===== src/rtl/ram_stream_reader_pkg.sv =====
// Shared types and constants for the RAM stream reader and its output FIFO.
package ram_stream_reader_pkg;

  // Transfer sequencing states.
  typedef enum logic [1:0] {
    IDLE   = 2'd0,
    RUN    = 2'd1,
    DRAIN  = 2'd2,
    FINISH = 2'd3
  } state_t;

  // Output buffer depth; two entries are enough to cover the one-cycle RAM
  // latency while still streaming one beat per cycle.
  localparam int FIFO_DEPTH = 2;

  // Word width carried by a buffer entry (matches the RAM word width).
  localparam int ENTRY_DATA_W = 16;

  // One buffered stream beat.
  typedef struct packed {
    logic [ENTRY_DATA_W-1:0] data;
    logic                    last;
  } entry_t;

endpackage


===== src/rtl/ram_stream_reader_skid_fifo.sv =====
// Two-entry FIFO holding read results until the consumer accepts them.
// Supports push and pop in the same cycle; exposes its fill count.
module ram_stream_skid_fifo
  import ram_stream_reader_pkg::*;
(
  input  logic       clk,
  input  logic       rst,
  input  logic       push_i,
  input  entry_t     push_entry_i,
  input  logic       pop_i,
  output entry_t     head_o,
  output logic [1:0] count_o
);

  entry_t     mem_q [FIFO_DEPTH];
  logic       wr_ptr_q, wr_ptr_d;
  logic       rd_ptr_q, rd_ptr_d;
  logic [1:0] count_q, count_d;
  logic       do_push, do_pop;

  // Qualify push/pop against the current fill level and compute next pointers.
  always_comb begin
    do_pop   = pop_i && (count_q != 2'd0);
    do_push  = push_i && ((count_q < 2'(FIFO_DEPTH)) || do_pop);
    wr_ptr_d = do_push ? ~wr_ptr_q : wr_ptr_q;
    rd_ptr_d = do_pop  ? ~rd_ptr_q : rd_ptr_q;
    count_d  = count_q + {1'b0, do_push} - {1'b0, do_pop};
  end

  // Control state: pointers and fill count.
  always_ff @(posedge clk) begin
    if (rst) begin
      wr_ptr_q <= 1'b0;
      rd_ptr_q <= 1'b0;
      count_q  <= 2'd0;
    end else begin
      wr_ptr_q <= wr_ptr_d;
      rd_ptr_q <= rd_ptr_d;
      count_q  <= count_d;
    end
  end

  // Entry storage; contents are only meaningful while counted as occupied.
  always_ff @(posedge clk) begin
    if (do_push) begin
      mem_q[wr_ptr_q] <= push_entry_i;
    end
  end

  assign head_o  = mem_q[rd_ptr_q];
  assign count_o = count_q;

endmodule


===== src/rtl/ram_stream_reader.sv =====
// Read-side initiator for a single-port block RAM: sweeps a contiguous
// (wrapping) address range and presents the words as a valid/ready stream
// with a last flag. Issue is throttled by a credit check so the two-entry
// output FIFO can never overflow, yet one beat per cycle flows when the
// consumer is always ready.
module ram_stream_reader
  import ram_stream_reader_pkg::*;
#(
  parameter int ADDR_W = 10,
  parameter int DATA_W = ENTRY_DATA_W
) (
  input  logic              clk,
  input  logic              rst,
  input  logic              start,
  input  logic [ADDR_W-1:0] base_addr,
  input  logic [ADDR_W:0]   len,
  output logic              busy,
  output logic              done,
  output logic              ram_en,
  output logic [ADDR_W-1:0] ram_addr,
  input  logic [DATA_W-1:0] ram_dout,
  output logic [DATA_W-1:0] m_data,
  output logic              m_valid,
  input  logic              m_ready,
  output logic              m_last
);

  state_t            state_q, state_d;
  logic [ADDR_W-1:0] addr_q, addr_d;
  logic [ADDR_W:0]   rem_q, rem_d;
  logic              inflight_q;
  logic              inflight_last_q;

  logic              issue;
  logic              pop;
  logic              credit_ok;
  logic [2:0]        occupancy;
  logic [2:0]        credit_limit;
  logic [1:0]        fifo_count;
  entry_t            push_entry;
  entry_t            head;

  // Credit check: entries held plus the read still in flight, less the beat
  // leaving this cycle, must stay below the FIFO depth.
  always_comb begin
    pop          = m_valid && m_ready;
    occupancy    = {1'b0, fifo_count} + {2'b00, inflight_q};
    credit_limit = 3'(FIFO_DEPTH) + {2'b00, pop};
    credit_ok    = occupancy < credit_limit;
    issue        = (state_q == RUN) && (rem_q != '0) && credit_ok;
  end

  // FSM state register.
  always_ff @(posedge clk) begin
    if (rst) begin
      state_q <= IDLE;
    end else begin
      state_q <= state_d;
    end
  end

  // FSM next-state logic. A zero-length command spends one cycle in RUN with
  // nothing to issue and then finishes, so no RAM access or beat occurs.
  always_comb begin
    state_d = state_q;
    unique case (state_q)
      IDLE: begin
        if (start) state_d = RUN;
      end
      RUN: begin
        if (rem_q == '0) begin
          state_d = FINISH;
        end else if (issue && (rem_q == (ADDR_W+1)'(1))) begin
          state_d = DRAIN;
        end
      end
      DRAIN: begin
        if (pop && m_last) state_d = FINISH;
      end
      FINISH: begin
        state_d = IDLE;
      end
      default: state_d = IDLE;
    endcase
  end

  // FSM outputs.
  always_comb begin
    busy   = (state_q != IDLE);
    done   = (state_q == FINISH);
    ram_en = issue;
  end

  // Address pointer and remaining count: load on accepted start, step per read.
  always_comb begin
    addr_d = addr_q;
    rem_d  = rem_q;
    if ((state_q == IDLE) && start) begin
      addr_d = base_addr;
      rem_d  = len;
    end else if (issue) begin
      addr_d = addr_q + ADDR_W'(1);
      rem_d  = rem_q - (ADDR_W+1)'(1);
    end
  end

  // Transfer counters and the one-deep record of the read in flight.
  always_ff @(posedge clk) begin
    if (rst) begin
      addr_q          <= '0;
      rem_q           <= '0;
      inflight_q      <= 1'b0;
      inflight_last_q <= 1'b0;
    end else begin
      addr_q          <= addr_d;
      rem_q           <= rem_d;
      inflight_q      <= issue;
      inflight_last_q <= issue && (rem_q == (ADDR_W+1)'(1));
    end
  end

  assign ram_addr = addr_q;

  // RAM data lands the cycle after ram_en and is captured into the FIFO then.
  assign push_entry.data = ram_dout;
  assign push_entry.last = inflight_last_q;

  ram_stream_skid_fifo u_fifo (
    .clk          (clk),
    .rst          (rst),
    .push_i       (inflight_q),
    .push_entry_i (push_entry),
    .pop_i        (pop),
    .head_o       (head),
    .count_o      (fifo_count)
  );

  assign m_valid = (fifo_count != 2'd0);
  assign m_data  = m_valid ? head.data : '0;
  assign m_last  = m_valid ? head.last : 1'b0;

endmodule

===== config.mk =====
export PLATFORM = sky130hd
export DESIGN_NAME = ram_stream_reader
export DESIGN_NICKNAME = d
export VERILOG_FILES = /design/src/rtl/ram_stream_reader_pkg.sv /design/src/rtl/ram_stream_reader_skid_fifo.sv /design/src/rtl/ram_stream_reader.sv
export SDC_FILE = /design/constraint.sdc
export NUM_CORES = 1
export LEC_CHECK = 0
export ABC_AREA = 1
export CAP_MARGIN = 0
export CORE_MARGIN = 2
export CORE_UTILIZATION = 51
export CTS_BUF_LIST = sky130_fd_sc_hd__clkbuf_16
export CTS_CLUSTER_DIAMETER = 80
export DETAILED_ROUTE_END_ITERATION = 6
export GPL_TIMING_DRIVEN = 0
export MAX_ROUTING_LAYER = met4
export PLACE_DENSITY = 0.81
export SETUP_SLACK_MARGIN = 0.02
export SYNTH_ARGS = -nofsm -noshare
export SYNTH_HDL_FRONTEND = slang
export SYNTH_SLANG_ARGS = --single-unit

===== constraint.sdc =====
create_clock -name clk -period 1.94 [get_ports clk]
set_input_delay 0.388 -clock clk [delete_from_list [all_inputs] [get_ports clk]]
set_output_delay 0.388 -clock clk [all_outputs]
set_load 0.005 [all_outputs]

==> run_results.csv <==
group,metric,value,unit
status,status,"finished, final reports clean",
pwr,power.density,1510,nW/µm²
critical_path,crit_slowest_cell,"dfxtp_2",
global_route,overflow,0,
yosys,synth-seq-cells,64,
clock_tree,cts_sinks,64,
pwr,ir_drop,0.000896,V
timing,tightestPinTransition,0.896,ns
yosys,synthTopCellsByArea,"edfxtp_1 (31%), dfxtp_1 (18%), nand2_1 (13%)",
floorplan,design.core.area,6310,µm²
critical_path,cp.arrival,2.07,ns
flow_run,maxCapViolations,0,
floorplan,die_area,7170,µm²
floorplan,die_w,84.7,µm
finish,final_cell_mix,"nand2_1 (113), nor2_1 (55), clkdlybuf4s50_1 (50)",
pwr,pwr-share-clk,20.6,%
critical_path,worstPathRequired,2.15,ns
pwr,p_sw_share,40.4,%
critical_path,critPathBufInv,4,
critical_path,crit_family,"buffers and inverters",
hold_path,min_path_type,"reg2reg",
critical_path,cp-startpoint,"inflight_q",
timing,maxSlewViolCount,0,
floorplan,initial_core_util,52.6,%
yosys,synthArstFlopShare,0,%
drt,drt-wirelength-per-cell,14.1,µm
clock_tree,cts_hold_buf,0,
timing,final-hold-violation-count,0,
floorplan,rows,29,
placed_design,hpwl,5570,µm
critical_path,path_class,"reg2reg",
global_route,grt_first_pass_wirelength,14000,µm
yosys,synth_nets,465,
timing,timing.final.setup_violations,0,
yosys,netlist_area,3320,µm²
placed_design,gp_congestion,0.887,
critical_path,critical_path_depth,11,
timing,layout_min_cycle_time,1.86,ns
drt,initialDrtViolationCount,135,
timing,setup_tns,0,ns
drt,wirelength,8190,µm
timing,period_share,95.8,%
hold_path,hold_path_depth,0,
pwr,p_comb_share,48.7,%
placed_design,dp_cells,558,
hold_path,min-delay-start,"inflight_last_q",
global_route,track_usage,24.9,%
floorplan,die_h,84.7,µm
global_route,grt_max_degree,19,
clock_tree,numCtsBuffers,9,
yosys,yosysTopAreaCell,"edfxtp_1",
drt,route.antenna.remaining_nets,0,
floorplan,pin_count,72,
placed_design,port_buffers,70,
critical_path,cp-end-kind,"flop",
clock_tree,clk_path_buf_depth,2,
critical_path,reg2reg_depth,11,
clock_tree,clkLatencyLatePin,0.32,ns
pwr,switching_power,0.00278,W
global_route,antenna_found_initial,0,
yosys,synth_seq_area_share,48.9,%
critical_path,worstPathCellList,"ha_4 -> ha_4 -> a21oi_4 -> nand2_8 -> buf_4 -> buf_4 -> nand2_4 -> inv_6 -> buf_8 -> nor2_1 -> nor2_1",
finish,antenna_cells,0,
clock_tree,tritoncts,"done",
timing,finClkSkew,0.00412,ns
global_route,grt_pass1_vias,3010,
yosys,syn_inst,411,
critical_path,cpPeakStageDelay,0.33,ns
critical_path,worstSetupStartpointType,"flop",
finish,drive_gt1_share,15.2,%
yosys,ys_types,36,
yosys,synth_edf_count,34,
pwr,seq_power_share,30.8,%
drt,drc_errors,0,
clock_tree,cts_root_buf,"clkbuf_16",
yosys,ys.flop_type,"edfxtp_1",
yosys,yosys.area.top_type_share,30.8,%
clock_tree,clk_pin_slew,0.05,ns
timing,hold_ws,0.436,ns
timing,fmax,538,MHz
pwr,internal_power,0.00410,W
timing,slew_headroom,40.2,%
finish,num-nets-final,554,
finish,syn_to_final_growth,37.3,%
drt,drt_first_pass_iters,4,
yosys,yosys_warnings,0,
finish,layout.cells.non_filler,582,
critical_path,worstPathMaxFanout,10,
pwr,leakage,1.97,nW
finish,final_common_cell,"nand2_1",
timing,rsz0062_at_grt,"yes",
drt,via_count,3029,
clock_tree,cts.htree.levels,3,
drt,via_per_inst,5.20,
critical_path,r2r-start,"inflight_q",
yosys,syn_area_per_cell,8.07,µm²
## cells by family (layout without fill, tap and decap cells)
| kind of cell | after synthesis | count (layout) | share of synthesized area (%) |
|---|---|---|---|
| flip-flops | 64 | 64 | 48.9 |
| adder cells (fa/ha/maj) | 13 | 13 | 4.90 |
| buffers and inverters | 51 | 145 | 6.82 |
| XOR/XNOR | 2 | 2 | 0.528 |
| AO/OA/AOI/OAI | 60 | 60 | 9.77 |
| AND/OR/NAND/NOR | 221 | 221 | 29.1 |
## power groups by stage
stage	combinational (W)	clock (W)	sequential (W)
2_1_floorplan	0.00206	0	0.00202
3_3_place_gp	0.00300	0	0.00207
3_5_place_dp	0.00312	0	0.00209
4_1_cts	0.00328	0.00144	0.00211
5_1_grt	0.00375	0.00150	0.00216
6_report	0.00335	0.00142	0.00212
## sequential cells by signal (all words and copies together) (netlist names), named ones only
signal,count
rem_q,11
ram_addr,10
u_fifo.rd_ptr_q,1
inflight_last_q,1
u_fifo.count_o,2
u_fifo.mem_q,34
inflight_q,1
state_q,2
u_fifo.wr_ptr_q,1
## routing by layer
metal / vias up / GRT usage (%) / share of wire, %
li1: 1528 / - / -
met1: 1392 / 31.2 / 43
met2: 100 / 41.4 / 50
met3: 9 / 4.23 / 6.0
met4: 0 / 7.36 / 0.79
met5: - / - / 0
## per-stage QoR
stage               util, %  cell area (µm²)  power, W  worst slack (ns)
detailed placement     65.2             4120   0.00521            -0.827
global route           72.2             4560   0.00741           -0.0151
CTS                    71.6             4520   0.00682           -0.0255
finish                 72.2             4560   0.00688            0.0819
floorplan                 -             3320   0.00408             0.256
global placement       65.2             4120   0.00507            -0.748
## timing repair
item | CTS | global route
endpoints found under the setup margin | 56 | 22
buffers inserted | 5 | 3
pin swaps | 4 | 7
resized for setup | 57 | 20
## final timing paths
check                  endpoint  slack, ns
max                 ram_addr[2]       0.08
min          u_fifo.mem_q[0][0]       0.44
max reg2reg         ram_addr[2]       0.08
min reg2reg  u_fifo.mem_q[0][0]       0.44
## Yosys cell counts, types with 2 or more instances
cell type	n
or2_1	2
clkbuf_1	7
buf_2	3
a21oi_1	28
ha_1	13
o21bai_1	3
o21ai_1	19
nand4_1	4
dfxtp_1	30
nand3_2	2
nor2_1	58
inv_1	29
buf_6	2
o31ai_1	2
nand2_1	113
o21ai_0	7
nor2_4	4
nand3_1	29
edfxtp_1	34
inv_2	6
## layout make-up
type | instances | area, µm²
fillers | 492 | 1760
flip-flops and latches | 64 | 1640
multi-input cells | 296 | 1540
repair buffers | 78 | 729
clock buffers | 9 | 225
inverters | 37 | 153
plain buffers | 14 | 135
well taps | 77 | 96.3
clock inverters | 7 | 40.0
(Power assumes the default switching activity.)
